**src/rtl/jtag_spi_pkg.sv**
```systemverilog
// Shared types and constants for the JTAG-to-SPI flash bridge monitor.
// Holds the state encoding, the flash opcodes it knows about and the debug-word field positions.
package jtag_spi_pkg;

  typedef enum logic [2:0] {
    ST_IDLE   = 3'd0,
    ST_OPCODE = 3'd1,
    ST_ADDR   = 3'd2,
    ST_DUMMY  = 3'd3,
    ST_DATA   = 3'd4
  } state_t;

  localparam logic [7:0] OP_READ      = 8'h03;
  localparam logic [7:0] OP_FAST_READ = 8'h0B;
  localparam logic [7:0] OP_STATUS    = 8'hD7;
  localparam logic [7:0] OP_ID        = 8'h9F;
  localparam logic [7:0] OP_PAGE_READ = 8'hD2;
  localparam logic [7:0] OP_CONT_READ = 8'hE8;

  localparam int DBG_STATE_LSB     = 29;
  localparam int DBG_CS_ACT        = 28;
  localparam int DBG_FRAME_DONE    = 27;
  localparam int DBG_BYTE_VALID    = 26;
  localparam int DBG_PARTIAL_ERR   = 25;
  localparam int DBG_OPCODE_LSB    = 16;
  localparam int DBG_LAST_BYTE_LSB = 8;
  localparam int DBG_BYTE_CNT_LSB  = 0;

  // Opcodes whose payload comes back from the flash rather than from the host.
  function automatic logic is_read_op(input logic [7:0] op);
    return (op == OP_READ) || (op == OP_FAST_READ) || (op == OP_STATUS) ||
           (op == OP_ID) || (op == OP_PAGE_READ) || (op == OP_CONT_READ);
  endfunction

  function automatic logic is_noaddr_op(input logic [7:0] op);
    return (op == OP_STATUS) || (op == OP_ID);
  endfunction

endpackage

```
**src/rtl/jtag_sync_edge.sv**
```systemverilog
// STAGES-deep synchronizer with rise/fall detect; q lags d by STAGES cycles, edges are combinational on q.
// Passive, no backpressure.
module jtag_sync_edge #(
  parameter int STAGES = 2
) (
  input  logic clk,
  input  logic rst_l,
  input  logic d,
  output logic q,
  output logic rise,
  output logic fall
);

  logic [STAGES-1:0] sync;
  logic              q_d;

  always_ff @(posedge clk) begin
    if (!rst_l) begin
      sync <= '0;
      q_d  <= 1'b0;
    end else begin
      sync <= {sync[STAGES-2:0], d};
      q_d  <= sync[STAGES-1];
    end
  end

  assign q    = sync[STAGES-1];
  assign rise = q & ~q_d;
  assign fall = ~q & q_d;

endmodule

```
**src/rtl/jtag_spi_monitor.sv**
```systemverilog
// Passive SPI flash frame decoder on the JTAG USER chain; decoded bytes appear SYNC_STAGES+2 cycles after the DRCK pin edge.
// Observation only: no backpressure, never drives the SPI path.
module jtag_spi_monitor #(
  parameter int SYNC_STAGES = 2,
  parameter int ADDR_BYTES  = 3
) (
  input  logic        FPGA_24MHZ_CLK,
  input  logic        rst_l,
  input  logic        sel_in,
  input  logic        shift_in,
  input  logic        drck_in,
  input  logic        tdi_in,
  input  logic        tdo_in,
  output logic [31:0] jtag2spi_dbg,
  output logic [23:0] spi_addr,
  output logic [15:0] frame_count
);
  import jtag_spi_pkg::*;

  localparam int ACW = $clog2(ADDR_BYTES + 1);

  logic [4:0] pins, syn, rise_v, fall_v;
  assign pins = {sel_in, shift_in, drck_in, tdi_in, tdo_in};

  for (genvar i = 0; i < 5; i++) begin : g_sync
    jtag_sync_edge #(.STAGES(SYNC_STAGES)) u_sync (
      .clk  (FPGA_24MHZ_CLK),
      .rst_l(rst_l),
      .d    (pins[i]),
      .q    (syn[i]),
      .rise (rise_v[i]),
      .fall (fall_v[i])
    );
  end

  logic unused_edges;
  assign unused_edges = ^{rise_v[4:3], rise_v[1:0], fall_v};

  logic cs_act, cs_act_d, cs_rise, cs_fall, drck_rise;
  assign cs_act    = syn[4] & syn[3];
  assign cs_rise   = cs_act & ~cs_act_d;
  assign cs_fall   = ~cs_act & cs_act_d;
  assign drck_rise = rise_v[2];

  state_t           state;
  logic [7:0]       mosi_sr, miso_sr, opcode, last_byte, byte_cnt;
  logic [2:0]       bit_cnt;
  logic [15:0]      addr_sr;
  logic [ACW-1:0]   addr_cnt;
  logic             byte_done, byte_valid, frame_done, partial_err;

  always_ff @(posedge FPGA_24MHZ_CLK) begin
    if (!rst_l) begin
      state       <= ST_IDLE;
      cs_act_d    <= 1'b0;
      mosi_sr     <= '0;
      miso_sr     <= '0;
      opcode      <= '0;
      last_byte   <= '0;
      byte_cnt    <= '0;
      bit_cnt     <= '0;
      addr_sr     <= '0;
      addr_cnt    <= '0;
      byte_done   <= 1'b0;
      byte_valid  <= 1'b0;
      frame_done  <= 1'b0;
      partial_err <= 1'b0;
      spi_addr    <= '0;
      frame_count <= '0;
    end else begin
      cs_act_d   <= cs_act;
      byte_done  <= 1'b0;
      byte_valid <= 1'b0;
      frame_done <= 1'b0;
      // Frame end wins over everything: a coincident DRCK rise and any pending byte are dropped.
      if (state != ST_IDLE && cs_fall) begin
        state       <= ST_IDLE;
        frame_done  <= 1'b1;
        frame_count <= frame_count + 16'd1;
        partial_err <= (bit_cnt != 3'd0);
      end else begin
        if (state == ST_IDLE && cs_rise) begin
          state       <= ST_OPCODE;
          bit_cnt     <= '0;
          byte_cnt    <= '0;
          last_byte   <= '0;
          partial_err <= 1'b0;
        end else if (state != ST_IDLE && cs_act && drck_rise) begin
          mosi_sr   <= {mosi_sr[6:0], syn[1]};
          miso_sr   <= {miso_sr[6:0], syn[0]};
          bit_cnt   <= bit_cnt + 3'd1;
          byte_done <= (bit_cnt == 3'd7);
        end
        // Shift registers hold the full byte one cycle after its last bit.
        if (byte_done) begin
          case (state)
            ST_OPCODE: begin
              opcode <= mosi_sr;
              if (is_noaddr_op(mosi_sr)) begin
                state <= ST_DATA;
              end else begin
                state    <= ST_ADDR;
                addr_cnt <= '0;
              end
            end
            ST_ADDR: begin
              addr_sr  <= {addr_sr[7:0], mosi_sr};
              addr_cnt <= addr_cnt + ACW'(1);
              if (addr_cnt == ACW'(ADDR_BYTES - 1)) begin
                spi_addr <= {addr_sr, mosi_sr};
                state    <= (opcode == OP_FAST_READ) ? ST_DUMMY : ST_DATA;
              end
            end
            ST_DUMMY: state <= ST_DATA;
            ST_DATA: begin
              byte_valid <= 1'b1;
              last_byte  <= is_read_op(opcode) ? miso_sr : mosi_sr;
              if (byte_cnt != 8'hFF) byte_cnt <= byte_cnt + 8'd1;
            end
            default: ;
          endcase
        end
      end
    end
  end

  always_comb begin
    jtag2spi_dbg = '0;
    jtag2spi_dbg[DBG_STATE_LSB +: 3]     = state;
    jtag2spi_dbg[DBG_CS_ACT]             = cs_act_d;
    jtag2spi_dbg[DBG_FRAME_DONE]         = frame_done;
    jtag2spi_dbg[DBG_BYTE_VALID]         = byte_valid;
    jtag2spi_dbg[DBG_PARTIAL_ERR]        = partial_err;
    jtag2spi_dbg[DBG_OPCODE_LSB +: 8]    = opcode;
    jtag2spi_dbg[DBG_LAST_BYTE_LSB +: 8] = last_byte;
    jtag2spi_dbg[DBG_BYTE_CNT_LSB +: 8]  = byte_cnt;
  end

endmodule

```
**config.mk**
```make
export PLATFORM = sky130hd
export DESIGN_NAME = jtag_spi_monitor
export DESIGN_NICKNAME = d
export VERILOG_FILES = /design/src/rtl/jtag_spi_pkg.sv /design/src/rtl/jtag_sync_edge.sv /design/src/rtl/jtag_spi_monitor.sv
export SDC_FILE = /design/constraint.sdc
export NUM_CORES = 1
export LEC_CHECK = 0
export CORE_ASPECT_RATIO = 1.75
export CORE_UTILIZATION = 45
export CTS_CLUSTER_SIZE = 40
export DETAILED_ROUTE_END_ITERATION = 16
export PLACE_DENSITY = 0.69
export SYNTH_ARGS = -nofsm -noshare
export SYNTH_HDL_FRONTEND = slang
export SYNTH_SLANG_ARGS = --single-unit
```
**constraint.sdc**
```tcl
create_clock -name FPGA_24MHZ_CLK -period 2.5 [get_ports FPGA_24MHZ_CLK]
set_clock_uncertainty 0.2 [all_clocks]
set_input_delay 0.5 -clock FPGA_24MHZ_CLK [delete_from_list [all_inputs] [get_ports FPGA_24MHZ_CLK]]
set_output_delay 0.5 -clock FPGA_24MHZ_CLK [all_outputs]
set_load 0.01 [all_outputs]
```
Word level (Yosys, flattened, before mapping)
Cells that the tools add are included.

Register bits after elaboration: 120. Input bits: 7. Word-level logic and storage cells: 101.

Add/sub/neg operators: 4. Equality and inequality tests: 16. Mux-type cells: 22. Bitwise gates (word level): 12. Reduce and logical (&&, ||, !) cells: 25.

Operator list (count): $mux W8 (8); $eq A8 B8 Y1 const B (6); $mux W3 (7); $add A16 B1 Y16 const B (1); $pmux W3 S3 (1); $reduce_and A3 Y1 (3); $add A8 B1 Y8 const B (1); $eq A8 B2 Y1 const B (1); $eq A8 B4 Y1 const B (1); $ne A8 B8 Y1 const B (1); $not A1 Y1 (8); $reduce_and A4 Y1 (2); $eq A3 B2 Y1 const B (2); $eq A3 B3 Y1 const B (2); $logic_or A1 B1 Y1 (6); $reduce_bool A2 Y1 (3); $reduce_bool A3 Y1 (2); $and A1 B1 Y1 (4); $logic_and A1 B1 Y1 (4); $mux W1 (4); $pmux W2 S2 (1); $reduce_or A4 Y1 (1); $add A3 B1 Y3 const B (1); $eq A3 B1 Y1 const B (1); other kinds (8) (8).

Longest topological paths before layout
Gate-level depths: netlist (run 1).

Depth after elaboration: 9. Depth in mapped cells: 9. Gate-level depth less buffers: 6.

Modules after synthesis
From an unflattened synthesis (run 1), not the netlist that was laid out.

Cell total of the unflattened synthesis: 587. Area, all modules: 5063.6 µm².

Modules (own cells, without submodules): jtag_spi_monitor (times used 1, cells each 547, area each 4606.9 µm²); jtag_sync_edge (times used 5, cells each 8, area each 91.3 µm²).

Least setup slack after synthesis (run 1)
OpenSTA, ideal clock, no wires.

Kind: reg-to-reg. Start point: reg state[1]. End point: reg mosi_sr[5]. Setup time: 132 ps. Arrival: 1694 ps. Data required time: 2168 ps. Slack: 474 ps. Cell stages (with the launch flop): 8. Path buffers: 3. Path through: dfxtp_1 -> buf_2 -> nor3_1 -> or4b_2 -> buf_2 -> buf_2 -> nand2_1 -> a21oi_1.

Cells in the longest elaborated chain, start to end: 4.

Ends and longest elaborated chain: from (decl) (line jtag_spi_monitor.sv:45) `state_t state;`; from (signal assigned) (line jtag_spi_monitor.sv:111) `state <= (opcode == OP_FAST_READ) ? ST_DUMMY : ST_DATA;`; $reduce_bool A3 Y1 / $logic_not A3 Y1 (equally long branches) (line jtag_spi_monitor.sv:76, jtag_spi_monitor.sv:88, jtag_spi_monitor.sv:82); $logic_and A1 B1 Y1 (on tied branches) (line jtag_spi_monitor.sv:88, jtag_spi_monitor.sv:76, jtag_spi_monitor.sv:82); $logic_and A1 B1 Y1 / $not A1 Y1 (equally long branches); $reduce_and A3 Y1 (no source line) *; to (signal assigned) (line jtag_spi_monitor.sv:89) `mosi_sr <= {mosi_sr[6:0], syn[1]};`; to (decl) (line jtag_spi_monitor.sv:46) `logic [7:0] mosi_sr, miso_sr, opcode, last_byte, byte_cnt;`.

Mark *: on every way between the ends. The rest lies on a longest branch, timed or not. A chain may end at the register's enable or synchronous reset.

Worst setup path in the final report (run 1)
Start point: reg byte_cnt[7]. End point: out jtag2spi_dbg[7].

RTL lines: from (decl) (line jtag_spi_monitor.sv:46); from (signal assigned) (line jtag_spi_monitor.sv:118) `if (byte_cnt != 8'hFF) byte_cnt <= byte_cnt + 8'd1;`; to (decl) (line jtag_spi_monitor.sv:14) `output logic [31:0] jtag2spi_dbg,`.

No word-level cell between the ends.

==> results of run 1 <==
==> logic make-up (layout without fill, tap and decap cells) <==
kind of cell	after synthesis	after routing	share of synthesized area, %
muxes	8	8	1.61
xor gates and xnor gates	15	15	2.64
other	1	1	0.0753
AOI/OAI and AO/OA	116	116	14.6
buffers and inverters	48	130	5.73
DFF	120	120	48.2
and+or+nand+nor	268	268	25.6
adders and majority gates	6	6	1.51
==> layout by cell type, fill, tap and decap left out, types with 12 or more instances in the layout <==
cell	instances
and2_1	22
dfxtp_1	120
clkdlybuf4s50_1	77
and3_1	12
nand3_1	14
nor2_1	35
a21oi_1	81
buf_4	14
nand2_1	139
clkbuf_16	17
==> state kept, by name (all words and copies together), names as in the netlist <==
register,flops
spi_addr,24
addr_sr,16
frame_count,16
g_sync.u_sync.sync,10
byte_cnt,8
last_byte,8
miso_sr,8
mosi_sr,8
opcode,8
bit_cnt,3
state,3
addr_cnt,2
byte_done,1
byte_valid,1
cs_act_d,1
frame_done,1
g_sync.u_sync.q_d,1
partial_err,1
==> power groups by stage <==
stage	logic, uW	clock network, uW	registers (uW)
floorplan	42.5	0	1960
global placement	61.6	0	1970
detailed placement	63.3	0	1970
CTS	63.7	2580	1930
global route	68.8	2660	1930
finish	63.1	2530	1930
==> area by class of cell <==
class | instances | area, um2 | area share, %
flip-flops and latches | 120 | 2400 | 37.5
multi-input cells | 414 | 2300 | 35.9
repair buffers | 92 | 896 | 14.0
clock buffers | 23 | 478 | 7.45
well taps | 130 | 163 | 2.54
clock inverters | 7 | 143 | 2.22
inverters | 8 | 30.0 | 0.468
==> routing by layer <==
layer  part of all wire, %  GRT usage [%]
met5                     0              0
met4                   2.8           11.0
met3                   4.2           5.24
met2                    55           40.2
met1                    38           22.0
==> cell usage after synthesis (all sizes together) (2+ instances only) <==
master	count
and2	24
a31oi	3
nor3	9
a211o	2
nor2	36
clkbuf	18
o21ai	7
and4	3
a211oi	2
nand4b	3
a22oi	2
dfxtp	120
nand3b	2
o41ai	2
and3	12
buf	21
and4b	2
nor2b	2
xnor2	7
nand2	140
or3	4
nor3b	3
a21oi	81
nand3	15
nand4	6
mux2i	8
inv	8
a221o	8
ha	6
xor2	8
==> stage by stage <==
stage,hold WS [ns],total power [uW]
4_1_cts,0.233,4570
3_3_place_gp,0.215,2030
6_report,0.231,4520
3_5_place_dp,0.218,2030
2_1_floorplan,0.212,2010
5_1_grt,0.255,4650
==> worst max-delay path by stage <==
stage | from | cells after the start | endpoint
global route | state[1]$_SDFF_PP0_ | 5 | last_byte[0]$_SDFFE_PN0N_
CTS | byte_cnt[7]$_SDFFE_PN0N_ | 1 | jtag2spi_dbg[7]
finish | byte_cnt[7]$_SDFFE_PN0N_ | 1 | jtag2spi_dbg[7]
global placement | rst_l | 6 | last_byte[5]$_SDFFE_PN0N_
floorplan | state[1]$_SDFF_PP0_ | 7 | mosi_sr[5]$_SDFFE_PN0P_
detailed placement | rst_l | 4 | last_byte[6]$_SDFFE_PN0N_
==> tightest hold or removal path, cell delays in order (launching register included) <==
cell	delay (ns)
dfxtp_1	0.29
nand2_1	0.04
a21oi_1	0.05
==> impl_metrics.json, run 1 <==
{
  "tightestPinTransition_ns": 0.770,
  "cts_buffer_depth": 2,
  "slew_viol_final": 0,
  "final_nets": 666,
  "finalCritPeriodShare_pct": 87.8,
  "seqPwrFrac_pct": 42.6,
  "hold_path_depth": 2,
  "cts_root_buf": "clkbuf_16",
  "setup_ws_ns": 0.306,
  "crit_path_end_kind": "primary output",
  "synth.area.top_cells": "dfxtp_1 48%, nand2_1 10%, a21oi_1 8.1%",
  "hold_end": "miso_sr[0]$_SDFFE_PN0P_",
  "critPathMaxStageDelay_ns": 0.61,
  "insertion_delay_ns": 0.40,
  "grt_usage_pct": 21.9,
  "place_area_mm2": 0.00579,
  "wl_per_cell_um": 14.7,
  "cp-start-kind": "register",
  "synth_ff_type": "dfxtp_1",
  "gp_congestion": 0.844,
  "n_fill_cell": 958,
  "synth_edf_count": 0,
  "design_area_mm2": 0.00641,
  "die_x_um": 81.5,
  "r2r_slack_ns": 0.32,
  "syn_area_mm2": 0.00498,
  "place_inst": 764,
  "utilization_pct": 59.6,
  "period_minus_slack_ns": 2.19,
  "routed_via_density": 5.31,
  "rr_worst_depth": 4,
  "p_clk_share_pct": 56.0,
  "crit_arrival_ns": 1.49,
  "rsz0062_at_grt": "false",
  "num_io_pins": 79,
  "core_area_mm2": 0.0108,
  "rows": 50,
  "drt_first_iter_violations": 189,
  "cts_tree": "yes",
  "ys_ff_latch": 120,
  "cts_made_buffers": 17,
  "vdd_ir_drop_max_v": 0.000513,
  "h-tree-depth": 4,
  "ctsHoldBuffers": 0,
  "cts.sinks": 120,
  "final_layout_size_suffix_gt1_share_pct": 9.64,
  "syn_area_per_cell_um2": 8.56,
  "internal_power_uw": 3680,
  "synth.distinct_cells": 61,
  "clock.fmax_mhz": 456,
  "max_cap_violations": 0,
  "synthDominantCellAreaShare_pct": 48.2,
  "hpwl_um": 8290,
  "grt_pass1_vias": 4152,
  "drc": 0,
  "diodes": 0,
  "vias": 4218,
  "status": "complete, no violations",
  "hold_violations": 0,
  "rr_startpoint": "state[2]$_SDFF_PP0_",
  "yosysSeqAreaShare_pct": 48.2,
  "die_y_um": 141,
  "ant_nets": 0,
  "p_sw_share_pct": 18.5,
  "post-place-ws_ns": 0.281,
  "async_reset_ff_share_pct": 0,
  "critical_path.top_delay_family": "buffers and inverters",
  "firstDrtPassIters": 4,
  "cp_max_fo": 6,
  "layout.cells.non_filler": 794,
  "yosysTopAreaCell": "dfxtp_1",
  "hp-class": "register to register",
  "critical_path_class": "register to primary output",
  "area_growth_pct": 28.7,
  "p_switching_uw": 838,
  "antenna_found_initial": 0,
  "port_buffers": 77,
  "worstPathRequired_ns": 1.80,
  "crit_slowest_cell": "clkdlybuf4s50_1",
  "drt_wl_total_um": 11700,
  "yosys_warnings": 0,
  "cp_num_buf_inv": 1,
  "post_cts_buffers": 0,
  "overflow": 0,
  "worstHoldStart": "g_sync[0].u_sync.sync[1]$_SDFF_PN0_",
  "fin_tns_setup_ns": 0,
  "clk_pin_slew_ns": 0.05,
  "grt_pass1_wl_um": 19600,
  "ctsResizeCount": 0,
  "die_area_mm2": 0.0115,
  "slew_headroom_pct": 48.7,
  "p_comb_share_pct": 1.4,
  "leakagePower_uw": 0.00231,
  "start_util_pct": 46.3,
  "reg2reg_to": "last_byte[6]$_SDFFE_PN0N_",
  "power_density_mw_per_mm2": 705,
  "path_cells": "clkdlybuf4s50_1",
  "syn_nets": 595,
  "setup_viol": 0,
  "grt_max_degree": 82,
  "syn_inst": 582
}
Note: power is estimated with default switching activity, not from simulation.
==> inputs of run 2 (changes only) <==
--- a/config.mk
+++ b/config.mk
@@ -10,6 +10,7 @@
 export CTS_CLUSTER_SIZE = 40
 export DETAILED_ROUTE_END_ITERATION = 16
 export PLACE_DENSITY = 0.69
+export SKIP_LAST_GASP = 1
 export SYNTH_ARGS = -nofsm -noshare
 export SYNTH_HDL_FRONTEND = slang
 export SYNTH_SLANG_ARGS = --single-unit
==> results of run 2 <==
The final DEF is identical to that of run 1; final timing and power are the same.
